[config.mk]
export PLATFORM = sky130hd
export DESIGN_NAME = sram_arbiter
export DESIGN_NICKNAME = d
export VERILOG_FILES = /design/src/rtl/sram_arbiter_pkg.sv /design/src/rtl/sram_arbiter.sv
export SDC_FILE = /design/constraint.sdc
export NUM_CORES = 1
export LEC_CHECK = 0
export BUFFER_PORTS_ARGS = -buffer_cell sky130_fd_sc_hd__buf_4
export CORE_ASPECT_RATIO = 0.9
export CORE_MARGIN = 2
export CORE_UTILIZATION = 51
export DETAILED_ROUTE_END_ITERATION = 16
export GPL_TIMING_DRIVEN = 0
export PLACE_DENSITY = 0.78
export REMOVE_ABC_BUFFERS = 1
export SYNTH_ARGS = -nofsm -noshare
export SYNTH_HDL_FRONTEND = slang
export SYNTH_SLANG_ARGS = --single-unit
[constraint.sdc]
create_clock -name clk -period 2.15 [get_ports clk]
set_input_delay 0 -clock clk [delete_from_list [all_inputs] [get_ports clk]]
set_output_delay 0 -clock clk [all_outputs]
set_load 0.03 [all_outputs]
[src/rtl/sram_arbiter_pkg.sv]
// Shared definitions for the two-port external SRAM arbiter: default timing,
// address width and the access state encoding.
package sram_arbiter_pkg;

    localparam int SRAM_AW       = 18;
    localparam int RD_CYCLES_DEF = 2;
    localparam int WR_PULSE_DEF  = 2;
    localparam int CNT_W         = 8;

    typedef enum logic [2:0] {
        ST_IDLE     = 3'd0,
        ST_RD       = 3'd1,
        ST_WR_SETUP = 3'd2,
        ST_WR_PULSE = 3'd3,
        ST_WR_HOLD  = 3'd4
    } state_e;

endpackage

[src/rtl/sram_arbiter.sv]
// Arbitrates the external asynchronous SRAM between the CPU (port A, strobe,
// high priority) and the loader/DMA (port B, level handshake, low priority).
module sram_arbiter
    import sram_arbiter_pkg::*;
#(
    parameter int AW        = SRAM_AW,
    parameter int RD_CYCLES = RD_CYCLES_DEF,
    parameter int WR_PULSE  = WR_PULSE_DEF
) (
    input  logic          clk,
    input  logic          reset,
    input  logic          a_req,
    input  logic          a_we,
    input  logic [AW-1:0] a_addr,
    input  logic [7:0]    a_din,
    output logic [7:0]    a_dout,
    output logic          a_done,
    input  logic          b_req,
    input  logic          b_we,
    input  logic [AW-1:0] b_addr,
    input  logic [7:0]    b_din,
    output logic [7:0]    b_dout,
    output logic          b_ack,
    output logic          busy,
    output logic          ram_cs_b,
    output logic          ram_oe_b,
    output logic          ram_we_b,
    output logic [AW-1:0] ram_a,
    output logic [7:0]    ram_dout,
    output logic          ram_doe,
    input  logic [7:0]    ram_din
);

    state_e             state_q, state_d;
    logic [CNT_W-1:0]   cnt_q, cnt_d;
    logic               own_b_q, own_b_d;
    logic               a_pend_q, a_pend_d;
    logic               ah_we_q, ah_we_d;
    logic [AW-1:0]      ah_addr_q, ah_addr_d;
    logic [7:0]         ah_din_q, ah_din_d;
    logic [AW-1:0]      ram_a_q, ram_a_d;
    logic [7:0]         ram_dout_q, ram_dout_d;
    logic [7:0]         a_dout_q, a_dout_d;
    logic [7:0]         b_dout_q, b_dout_d;
    logic               a_done_q, a_done_d;
    logic               b_ack_q, b_ack_d;
    logic               busy_q, busy_d;
    logic               cs_b_q, cs_b_d;
    logic               oe_b_q, oe_b_d;
    logic               we_b_q, we_b_d;
    logic               doe_q, doe_d;

    logic               b_block;
    logic               sel_a;
    logic               go_we;
    logic [AW-1:0]      go_addr;
    logic [7:0]         go_din;

    // A held b_req is still high on the ack cycle; suppress re-grant there.
    assign b_block = b_ack_q;

    // Newest A request wins; the bypass path serves a fresh strobe directly.
    assign sel_a   = a_req || a_pend_q;
    assign go_we   = !sel_a ? b_we   : (a_req ? a_we   : ah_we_q);
    assign go_addr = !sel_a ? b_addr : (a_req ? a_addr : ah_addr_q);
    assign go_din  = !sel_a ? b_din  : (a_req ? a_din  : ah_din_q);

    always_comb begin
        // NOTE: every variable gets a default first so no path can infer a latch.
        state_d    = state_q;
        cnt_d      = cnt_q;
        own_b_d    = own_b_q;
        a_pend_d   = a_pend_q;
        ah_we_d    = ah_we_q;
        ah_addr_d  = ah_addr_q;
        ah_din_d   = ah_din_q;
        ram_a_d    = ram_a_q;
        ram_dout_d = ram_dout_q;
        a_dout_d   = a_dout_q;
        b_dout_d   = b_dout_q;
        a_done_d   = 1'b0;
        b_ack_d    = 1'b0;

        if (a_req) begin
            a_pend_d  = 1'b1;
            ah_we_d   = a_we;
            ah_addr_d = a_addr;
            ah_din_d  = a_din;
        end

        case (state_q)
            ST_IDLE: begin
                if (sel_a || (b_req && !b_block)) begin
                    own_b_d  = !sel_a;
                    a_pend_d = sel_a ? 1'b0 : a_pend_d;
                    ram_a_d  = go_addr;
                    if (go_we) begin
                        ram_dout_d = go_din;
                        state_d    = ST_WR_SETUP;
                    end else begin
                        cnt_d   = CNT_W'(RD_CYCLES - 1);
                        state_d = ST_RD;
                    end
                end
            end
            ST_RD: begin
                if (cnt_q == '0) begin
                    if (own_b_q) begin
                        b_dout_d = ram_din;
                        b_ack_d  = 1'b1;
                    end else begin
                        a_dout_d = ram_din;
                        a_done_d = 1'b1;
                    end
                    state_d = ST_IDLE;
                end else begin
                    cnt_d = cnt_q - CNT_W'(1);
                end
            end
            ST_WR_SETUP: begin
                cnt_d   = CNT_W'(WR_PULSE - 1);
                state_d = ST_WR_PULSE;
            end
            ST_WR_PULSE: begin
                if (cnt_q == '0) state_d = ST_WR_HOLD;
                else             cnt_d   = cnt_q - CNT_W'(1);
            end
            ST_WR_HOLD: begin
                b_ack_d  = own_b_q;
                a_done_d = !own_b_q;
                state_d  = ST_IDLE;
            end
            default: state_d = ST_IDLE;
        endcase

        // Strobes are registered from the next state so they line up with it.
        cs_b_d = (state_d == ST_IDLE);
        oe_b_d = (state_d != ST_RD);
        we_b_d = (state_d != ST_WR_PULSE);
        doe_d  = (state_d == ST_WR_SETUP) || (state_d == ST_WR_PULSE) ||
                 (state_d == ST_WR_HOLD);
        busy_d = (state_d != ST_IDLE);
    end

    // NOTE: sequential state uses non-blocking assignments only.
    always_ff @(posedge clk or posedge reset) begin
        if (reset) begin
            state_q    <= ST_IDLE;
            cnt_q      <= '0;
            own_b_q    <= 1'b0;
            a_pend_q   <= 1'b0;
            ram_a_q    <= '0;
            ram_dout_q <= '0;
            a_dout_q   <= '0;
            b_dout_q   <= '0;
            a_done_q   <= 1'b0;
            b_ack_q    <= 1'b0;
            busy_q     <= 1'b0;
            cs_b_q     <= 1'b1;
            oe_b_q     <= 1'b1;
            we_b_q     <= 1'b1;
            doe_q      <= 1'b0;
        end else begin
            state_q    <= state_d;
            cnt_q      <= cnt_d;
            own_b_q    <= own_b_d;
            a_pend_q   <= a_pend_d;
            ram_a_q    <= ram_a_d;
            ram_dout_q <= ram_dout_d;
            a_dout_q   <= a_dout_d;
            b_dout_q   <= b_dout_d;
            a_done_q   <= a_done_d;
            b_ack_q    <= b_ack_d;
            busy_q     <= busy_d;
            cs_b_q     <= cs_b_d;
            oe_b_q     <= oe_b_d;
            we_b_q     <= we_b_d;
            doe_q      <= doe_d;
        end
    end

    // NOTE: the held request payload needs no reset; a_pend_q qualifies it.
    always_ff @(posedge clk) begin
        ah_we_q   <= ah_we_d;
        ah_addr_q <= ah_addr_d;
        ah_din_q  <= ah_din_d;
    end

    assign a_dout   = a_dout_q;
    assign a_done   = a_done_q;
    assign b_dout   = b_dout_q;
    assign b_ack    = b_ack_q;
    assign busy     = busy_q;
    assign ram_cs_b = cs_b_q;
    assign ram_oe_b = oe_b_q;
    assign ram_we_b = we_b_q;
    assign ram_a    = ram_a_q;
    assign ram_dout = ram_dout_q;
    assign ram_doe  = doe_q;

    // Bus-safety invariants of the SRAM interface.
    a_oe_no_drive: assert property (@(posedge clk) disable iff (reset)
        !ram_oe_b |-> !ram_doe);
    a_we_drive_cs: assert property (@(posedge clk) disable iff (reset)
        !ram_we_b |-> (ram_doe && !ram_cs_b));
    a_addr_stable: assert property (@(posedge clk) disable iff (reset)
        (!ram_cs_b && $past(!ram_cs_b)) |-> ($stable(ram_a) && $stable(ram_dout)));

endmodule
==> impl_metrics.tcl, run 1 <==
set metrics [dict create \
    die-area_sq_um 7920 \
    critical_path.startpoint "cnt_q[0]$_DFFE_PP0P_" \
    drv_cap 0 \
    wl_per_cell_um 16.4 \
    cts-root-buf "clkbuf_8" \
    grt_use_total 0.259 \
    hold_slack_ps 165 \
    setup_viol 0 \
    maxSlewViolCount 0 \
    routed_wl_mm 9.60 \
    cts_tree "yes" \
    cp-end-kind "flop" \
    skew_ps 12.1 \
    fin_tns_setup_ps 0 \
    core_area_sq_um 7040 \
    cts.sinks 89 \
    grt_pass1_vias 3305 \
    fin_nets 554 \
    reg2reg_from "cnt_q[0]$_DFFE_PP0P_" \
    synth_flop_cell "dfrtp_1" \
    min-delay-start "b_req" \
    crit_slowest_cell "dfrtp_1" \
    ys_seq_area_frac 0.569 \
    status "finished, final reports clean" \
    io_pins 115 \
    worst_slack_ps 103 \
    ys_ff_latch 89 \
    path_buf_inv 1 \
    grt.overflow.total 0 \
    vias 3054 \
    io_buffer_count 114 \
    post_drt_via_cell_ratio 5.22 \
    cts_buffers 9 \
    antennaDiodeCount 0 \
    dp_slack_ps -168 \
    path_class "flop to flop" \
    syn-instance-count 311 \
    drtIter0Drc 144 \
    area_growth_pct 49.5 \
    relSlewSlack 0.601 \
    layout_min_cycle_time_ps 2050 \
    yosysUniqueCellTypes 47 \
    drive_gt1_frac 0.388 \
    antenna_found_initial 0 \
    worst_slew_pin_slew_ps 596 \
    ant_nets 0 \
    crit_family "simple AND/OR/NAND/NOR gates" \
    drc_errors 0 \
    dr.pass1.iters 4 \
    worst_ep_arrival_time_ps 2280 \
    worstPathRequired_ps 2380 \
    ys_async_sr_fraction 0.697 \
    yosysWarnings 0 \
    rows 29 \
    p_leak_nw 2.64 \
    hold_class "input port to flop" \
    fp.dieW_um 93.6 \
    final_hold_viol_count 0 \
    post-route-period-util 0.952 \
    routabilityCongestion 0.828 \
    initial_utilization 0.523 \
    path_clk_slew_ps 90 \
    hpwl_mm 5.56 \
    peakVddDrop_uv 898 \
    cellPowerDensity_nw_per_um2 1240 \
    critPathLaunchType "flop" \
    synth-edff-count 0 \
    grt_max_degree 41 \
    synth.cell_area_sq_um 3680 \
    crit_chain "inv_1 -> ha_4 -> nor4b_4 -> and3_4 -> nand4b_4 -> mux2_4" \
    critPathMaxStageDelay_ps 400 \
    fmax_mhz 489 \
    die_h_um 84.6 \
    grt_pass1_wl_mm 16.0 \
    clk_path_buf_depth 2 \
    clk_latency_ps 350 \
    cp_max_fo 8 \
    h-tree-depth 3 \
    avgSynthCellArea_sq_um 11.8 \
]
power by group:
part	internal [W]	total, W	switching, W
Sequential	0.00226	0.00266	0.000404
Combinational	0.00124	0.00297	0.00172
Clock	0.000602	0.00118	0.000580
Total	0.00410	0.00681	0.00271
final cells by class:
class,count,area (sq um)
Clock inverter,4,51.3
Multi-Input combinational cell,199,1520
Tap cell,93,116
Fill cell,437,1530
Clock buffer,12,155
Timing Repair Buffer,181,1550
Inverter,7,26.3
Sequential cell,89,2100
state kept, by name (all words and copies together), names as in the netlist, 3 cells and up:
signal / cells
a_dout: 8
ah_addr_q: 18
ah_din_q: 8
b_dout: 8
cnt_q: 8
ram_a: 18
ram_dout: 8
state_q: 3
final timing paths:
path	end	slack [ps]	cells after the start
max reg2reg	b_dout[7]$_DFFE_PP0P_	100	6
max in group asynchronous	ram_we_b$_DFF_PP1_	1250	4
min reg2reg	ah_addr_q[3]$_DFF_P_	480	1
min	own_b_q$_DFFE_PP0P_	160	4
max	b_dout[7]$_DFFE_PP0P_	100	6
min in group asynchronous	a_dout[1]$_DFFE_PP0P_	240	3
routing by layer:
metal,up-vias,wire (um),track usage,share of wire
met5,-,0,0,0
li1,1447,-,-,-
met1,1482,3880,0.309,0.40
met2,100,4940,0.451,0.51
met4,0,240,0.0962,0.025
met3,25,538,0.0664,0.056
cell usage in the layout (no fill, tap or decap), types with 3 or more instances in the layout:
| master | synthesis | final |
|---|---|---|
| dfstp_2 | 3 | 3 |
| nand2_1 | 25 | 25 |
| o41ai_1 | 8 | 8 |
| nor2b_1 | 3 | 3 |
| a31oi_1 | 5 | 5 |
| buf_4 | 0 | 117 |
| dlygate4sd3_1 | 0 | 62 |
| o211ai_1 | 3 | 3 |
| mux2i_1 | 21 | 21 |
| mux2_2 | 40 | 40 |
| inv_1 | 7 | 6 |
| a21oi_1 | 6 | 6 |
| nand2b_1 | 4 | 4 |
| dfrtp_1 | 59 | 59 |
| dfxtp_1 | 27 | 27 |
| clkbuf_8 | 0 | 11 |
| o21ai_0 | 30 | 30 |
| nor2_1 | 24 | 24 |
kinds of logic after synthesis:
logic type                 Yosys count  synth area share
muxes                               63             0.187
adders and majority gates            1           0.00340
DFF                                 89             0.569
and+or+nand+nor                     73             0.108
buffers and inverters               23            0.0282
AOI/OAI and AO/OA                   62             0.104
synth_stat cells (4+ instances only):
cell / number / share of area
nand2b_1: 4 / 0.0068
inv_1: 7 / 0.0071
mux2_2: 40 / 0.12
o21ai_0: 30 / 0.041
o41ai_1: 8 / 0.019
mux2i_1: 21 / 0.057
a31oi_1: 5 / 0.0085
dfxtp_1: 27 / 0.15
buf_2: 8 / 0.011
nand2_1: 25 / 0.025
clkbuf_1: 6 / 0.0061
nor2_1: 24 / 0.024
a21oi_1: 6 / 0.0082
dfrtp_1: 59 / 0.40
worst reg2reg max path, stage by stage (launching register included):
cell and delay (ps):
dfrtp_1 400, inv_1 140, ha_4 180, nor4b_4 310, and3_4 310, nand4b_4 220, mux2_4 360
through the flow:
| step | std cells | power (W) | utilization | area [sq um] |
|---|---|---|---|---|
| final | 585 | 0.00681 | 0.782 | 5510 |
| after global routing | 585 | 0.00718 | 0.782 | 5510 |
| after CTS | 583 | 0.00673 | 0.778 | 5480 |
| after detailed placement | 504 | 0.00546 | 0.659 | 4640 |
| after global placement | 502 | 0.00534 | 0.650 | 4580 |
| after floorplan | 295 | 0.00436 | - | 3610 |
repair_timing:
action,4_1_cts,5_1_grt
buffers inserted,1,2
gates resized for setup,2,3
endpoints found under the setup margin,22,16
pin swaps,1,1
hold buffers,62,0
hold endpoints to repair,91,0
(Power assumes the default switching activity.)
==> inputs of run 2 (changes only) <==
--- a/config.mk
+++ b/config.mk
@@ -5,10 +5,11 @@
 export SDC_FILE = /design/constraint.sdc
 export NUM_CORES = 1
 export LEC_CHECK = 0
+export ABC_AREA = 1
 export BUFFER_PORTS_ARGS = -buffer_cell sky130_fd_sc_hd__buf_4
 export CORE_ASPECT_RATIO = 0.9
 export CORE_MARGIN = 2
-export CORE_UTILIZATION = 51
+export CORE_UTILIZATION = 52
 export DETAILED_ROUTE_END_ITERATION = 16
 export GPL_TIMING_DRIVEN = 0
 export PLACE_DENSITY = 0.78
==> run 2 against run 1 <==
Net effect: critical path depth unchanged; sequential cell count unchanged; cell count rose by 22%; via count is 18% higher; sequential share of layout area fell by 0.64 points; power grew 9.0%; final area increased by 1.7%; count of clock-buffer cells in the layout is 1 lower; critical path type unchanged; largest power group unchanged; highest routed layer unchanged.
==> impl_metrics.tcl, run 2 <==
set metrics [dict create \
    status "finished, final reports clean" \
    ys_seq_area_frac 0.523 \
    cts_tree "yes" \
    wl_per_cell_um 14.6 \
    cts_buffers 9 \
    ys_async_sr_fraction 0.697 \
    final_hold_viol_count 0 \
    crit_slowest_cell "nor2_8" \
    clk_latency_ps 370 \
    grt_use_total 0.260 \
    min-delay-start "b_din[5]" \
    avgSynthCellArea_sq_um 8.88 \
    syn-instance-count 451 \
    cp_max_fo 32 \
    skew_ps 11.2 \
    synth.cell_area_sq_um 4000 \
    yosysUniqueCellTypes 30 \
    fin_nets 681 \
    multiInputGateArea_sq_um 1630 \
    hold_class "input port to flop" \
    p_comb_frac 0.466 \
    final_cell_mix "nand2_1, buf_4, dfrtp_1" \
    post-cts-setup-buffer-count 0 \
    post_drt_via_cell_ratio 5.03 \
    yosysTopAreaCellShare 0.369 \
    fill_cells 537 \
    post-route-period-util 0.902 \
    yosysWarnings 0 \
    routabilityCongestion 0.773 \
    ys_ff_latch 89 \
    drive_gt1_frac 0.320 \
    crit_chain "nor2_8 -> nand2_4 -> nand2_4 -> inv_2 -> o21ai_0 -> o21ai_0" \
    grt_max_degree 33 \
    design_area_sq_um 5600 \
    fmax_mhz 516 \
    cts-root-buf "clkbuf_8" \
    path_class "flop to flop" \
    utilization 0.746 \
    reg2reg_from "a_pend_q$_DFF_PP0_" \
    cts.sinks 89 \
    h-tree-depth 3 \
    synth_area_leaders "dfrtp_1, nand2_1, dfxtp_1, o21ai_2, nor2_1" \
    critPathMaxStageDelay_ps 460 \
    cellPowerDensity_nw_per_um2 1330 \
    vias 3594 \
    grt.overflow.total 0 \
    p_leak_nw 2.86 \
    die-area_sq_um 8420 \
    synth_flop_cell "dfrtp_1" \
    critical_path.startpoint "a_pend_q$_DFF_PP0_" \
    rsz0062_at_grt "no" \
    power.internal_w 0.00423 \
    synth_common_cells "nand2_1, dfrtp_1, nor2_1" \
    hpwl_mm 6.14 \
    synth.most_common_cell "nand2_1" \
    final_common_cell "nand2_1" \
    fp.dieW_um 96.5 \
    r2r_slack_ps 210 \
    p_clk_frac 0.177 \
    antenna_found_initial 0 \
    routed_wl_mm 10.4 \
    grt_pass1_vias 3601 \
    setup_viol 0 \
    synth-edff-count 0 \
    reg2reg_depth 6 \
    drtIter0Drc 83 \
    worstPathRequired_ps 2390 \
    netSwitchingFraction 0.431 \
    r2r-end "ram_a[16]$_DFFE_PP0P_" \
    critPathLaunchType "flop" \
    cp-end-kind "flop" \
    io_pins 115 \
    worstHoldPathCells 4 \
    p_seq_frac 0.357 \
    clk_path_buf_depth 2 \
    seqCellArea_sq_um 2100 \
    peakVddDrop_uv 673 \
    grt_pass1_wl_mm 16.6 \
    drv_cap 0 \
    place_area_sq_um 4830 \
    io_buffer_count 114 \
    initial_utilization 0.533 \
    antennaDiodeCount 0 \
    p_switching_w 0.00320 \
    relSlewSlack 0.492 \
    fin_tns_setup_ps 0 \
    maxSlewViolCount 0 \
    layout_min_cycle_time_ps 1940 \
    worst_slew_pin_slew_ps 761 \
    core_area_sq_um 7510 \
    die_h_um 87.2 \
    yosys.area.top_type "dfrtp_1" \
    worst_ep_arrival_time_ps 2170 \
    rows 30 \
    ant_nets 0 \
    path_clk_slew_ps 80 \
    drc_errors 0 \
    dr.pass1.iters 5 \
    min_to "ram_dout[5]$_DFFE_PP0P_" \
    area_growth_pct 39.9 \
]
-- run 2: changes by cell type after synthesis, moves of 6 or more --
cell,before,now
nor2_1,24,41
o21ai_2,0,24
o21ai_0,30,9
o41ai_1,8,0
a21oi_2,1,10
clkbuf_1,6,0
o21bai_1,0,10
nand2_2,0,8
a21oi_1,6,24
inv_1,7,20
mux2_2,40,0
nand2_1,25,165
buf_6,1,7
mux2i_1,21,0
-- run 2: worst max-delay path, delay by kind of cell (launching register included) --
| family | cells | cell delay [ps] |
|---|---|---|
| AND/OR/NAND/NOR | 3 | 850 |
| flip-flops | 1 | 450 |
| AO/OA/AOI/OAI | 2 | 250 |
| buffers and inverters | 1 | 240 |
-- run 2: through the flow --
stage / total power, W / std cells / hold WS [ps] / worst slack (ps)
2_1_floorplan: 0.00488 / 434 / 125 / 614
3_3_place_gp: 0.00592 / 644 / 221 / -262
3_5_place_dp: 0.00603 / 645 / 178 / 241
4_1_cts: 0.00743 / 715 / 37.4 / 236
5_1_grt: 0.00787 / 715 / 37.7 / 46.7
6_report: 0.00742 / 715 / 44.1 / 212
-- run 2: layout make-up --
cell class	count	area share
flip-flops and latches	89	0.374
clock inverters	5	0.0156
inverters	27	0.0188
repair buffers	169	0.253
multi-input cells	318	0.292
well taps	96	0.0214
clock buffers	11	0.0252
-- run 2: worst max-delay path by stage --
stage                     cells past startpoint                 endpoint  slack [ps]
after floorplan                               1         a_done$_DFF_PP0_         610
after global placement                        2  ram_dout[4]$_DFFE_PP0P_        -260
after detailed placement                      6    ram_a[17]$_DFFE_PP0P_         240
after CTS                                     6    ram_a[17]$_DFFE_PP0P_         240
after global routing                          6    ram_a[17]$_DFFE_PP0P_          50
final                                         6    ram_a[16]$_DFFE_PP0P_         210
-- run 2: kinds of logic (layout without fill, tap and decap cells) --
| kind of cell | count (synthesis) | after routing | share of synthesized area |
|---|---|---|---|
| AO/OA/AOI/OAI | 77 | 77 | 0.134 |
| XOR/XNOR | 3 | 3 | 0.00656 |
| buffers and inverters | 44 | 212 | 0.0684 |
| flip-flops | 89 | 89 | 0.523 |
| adder cells (fa/ha/maj) | 1 | 1 | 0.00312 |
| AND/OR/NAND/NOR | 237 | 237 | 0.264 |
-- run 2: power by group through the flow --
stage	Clock (W)	Sequential [W]	Combinational [W]
after floorplan	0	0.00344	0.00144
after CTS	0.00133	0.00264	0.00345
after global placement	0	0.00265	0.00326
final	0.00131	0.00265	0.00346
after detailed placement	0	0.00267	0.00336
after global routing	0.00139	0.00271	0.00377
-- run 2: repair_timing --
action	in CTS	in global routing
hold buffers	54	0
gates resized for setup	0	0
hold endpoints to repair	92	0
-- run 2: per-layer routing --
metal / global-route usage / part of all wire
met2: 0.451 / 0.51
met3: 0.0641 / 0.049
met5: 0 / 0
met1: 0.301 / 0.41
met4: 0.122 / 0.033
==> inputs of run 3 (changes only) <==
--- a/config.mk
+++ b/config.mk
@@ -8,7 +8,6 @@
 export ABC_AREA = 1
 export BUFFER_PORTS_ARGS = -buffer_cell sky130_fd_sc_hd__buf_4
 export CORE_ASPECT_RATIO = 0.9
-export CORE_MARGIN = 2
 export CORE_UTILIZATION = 52
 export DETAILED_ROUTE_END_ITERATION = 16
 export GPL_TIMING_DRIVEN = 0
==> constraint.sdc (replaced) <==
create_clock -name clk -period 2.1 [get_ports clk]
set_input_delay 0 -clock clk [delete_from_list [all_inputs] [get_ports clk]]
set_output_delay 0 -clock clk [all_outputs]
set_load 0.03 [all_outputs]
==> run 3 against run 2 <==
Net effect: maximum frequency up 1.7%; setup slack got worse by 17 ps; clock skew is essentially flat; power up 1.7%; count of clock-buffer cells in the layout is the same; register-to-register slack lost 20 ps; via count down 1.0%; sequential share of layout area grew 0.075 points; worst hold slack better by 1.3 ps; die area shrank 4.3%.
==> impl_metrics.tcl, run 3 (synthesis gave the netlist of run 2 again) <==
set metrics [dict create \
    final_common_cell "nand2_1" \
    cts.sinks 89 \
    worstPathRequired_ps 2340 \
    dp_slack_ps 218 \
    antenna_found_initial 0 \
    core_area_sq_um 7260 \
    relSlewSlack 0.608 \
    cp-end-kind "flop" \
    worst_slack_ps 195 \
    die_h_um 85.2 \
    grt_use_total 0.274 \
    hold_slack_ps 45.4 \
    critPathLaunchType "flop" \
    post-cts-setup-buffer-count 0 \
    rsz0062_at_grt "no" \
    final_cells 712 \
    drv_cap 0 \
    dr.pass1.iters 4 \
    layout_min_cycle_time_ps 1910 \
    cts_resized 0 \
    fmax_mhz 525 \
    cts_tree "yes" \
    fin_nets 681 \
    post-route-period-util 0.907 \
    reg2reg_from "a_pend_q$_DFF_PP0_" \
    grt_pass1_wl_mm 16.8 \
    setup_viol 0 \
    cellPowerDensity_nw_per_um2 1350 \
    drc_errors 0 \
    fill_cells 493 \
    fp.dieW_um 94.5 \
    die-area_sq_um 8060 \
    grt_max_degree 38 \
    hold_class "input port to flop" \
    wl_per_cell_um 14.3 \
    clk_path_buf_depth 2 \
    h-tree-depth 3 \
    worst_ep_arrival_time_ps 2140 \
    ant_nets 0 \
    fin_tns_setup_ps 0 \
    area_growth_pct 39.6 \
    path_class "flop to flop" \
    dp_cells 642 \
    final_hold_viol_count 0 \
    worst_slew_pin_slew_ps 587 \
    io_buffer_count 114 \
    skew_ps 11.4 \
    maxSlewViolCount 0 \
    min-delay-start "b_din[2]" \
    p_leak_nw 2.85 \
    cts-root-buf "clkbuf_8" \
    p_total_w 0.00755 \
    clk_latency_ps 360 \
    rows 29 \
    initial_utilization 0.552 \
    io_pins 115 \
    grt_pass1_vias 3662 \
    antennaDiodeCount 0 \
    vias 3558 \
    routed_wl_mm 10.2 \
    post_drt_via_cell_ratio 5.00 \
    drive_gt1_frac 0.320 \
    routabilityCongestion 0.789 \
    final_cell_mix "nand2_1, buf_4, dfrtp_1" \
    cp_max_fo 32 \
    drtIter0Drc 123 \
    hpwl_mm 6.05 \
    cts_buffers 9 \
    peakVddDrop_uv 890 \
    path_clk_slew_ps 90 \
    grt.overflow.total 0 \
    status "finished, final reports clean" \
    critical_path.startpoint "a_pend_q$_DFF_PP0_" \
]
run 3: cell count changes in the layout (fill, tap and decap cells not counted), sizes merged:
cell,change
clkinvlp,+1
inv,-1
run 3: repair_timing:
action | 4_1_cts | 5_1_grt
hold buffers | 54 | 0
setup endpoints to repair | 0 | 0
endpoints found under the hold margin | 86 | 0
run 3: cell type report:
type / count / area (sq um) / area share
sequential: 89 / 2100 / 0.375
multi-input combinational: 318 / 1630 / 0.292
timing repair buffer: 169 / 1420 / 0.253
clock buffer: 11 / 141 / 0.0253
tap: 93 / 116 / 0.0208
inverter: 27 / 105 / 0.0188
clock inverter: 5 / 80.1 / 0.0143
run 3: worst paths after layout:
check,endpoint,slack (ps),cells past startpoint
worst min-delay path,ram_dout[2]$_DFFE_PP0P_,50,4
worst max-delay path,ram_a[17]$_DFFE_PP0P_,190,6
worst min register to register,ah_din_q[7]$_DFF_P_,450,2
worst max register to register,ram_a[17]$_DFFE_PP0P_,190,6
min in group asynchronous,ram_a[10]$_DFFE_PP0P_,290,3
max in group asynchronous,ram_we_b$_DFF_PP1_,1130,4
run 3: power breakdown:
part           leakage [nW]  internal (W)  switching, W
clock network         0.106      0.000701      0.000589
registers             0.944       0.00231      0.000410
logic                  1.80       0.00130       0.00223
total                  2.85       0.00432       0.00323
run 3: per-stage QoR:
stage,cell area [sq um],utilization
after floorplan,3830,-
after global placement,4810,0.662
after detailed placement,4830,0.665
after CTS,5590,0.770
after global routing,5590,0.770
final,5590,0.770
run 3: per-layer routing:
layer / global-route usage / share of wire / vias up
met5: 0 / 0 / -
met4: 0.127 / 0.027 / 0
met3: 0.0681 / 0.053 / 27
met2: 0.468 / 0.51 / 117
met1: 0.322 / 0.41 / 1674
li1: - / - / 1740
run 3: critical path, stage by stage, from the launching register on:
cell	delay, ps
dfrtp_1	450
nor2_8	470
nand2_4	100
nand2_4	280
inv_2	240
o21ai_0	140
o21ai_0	100
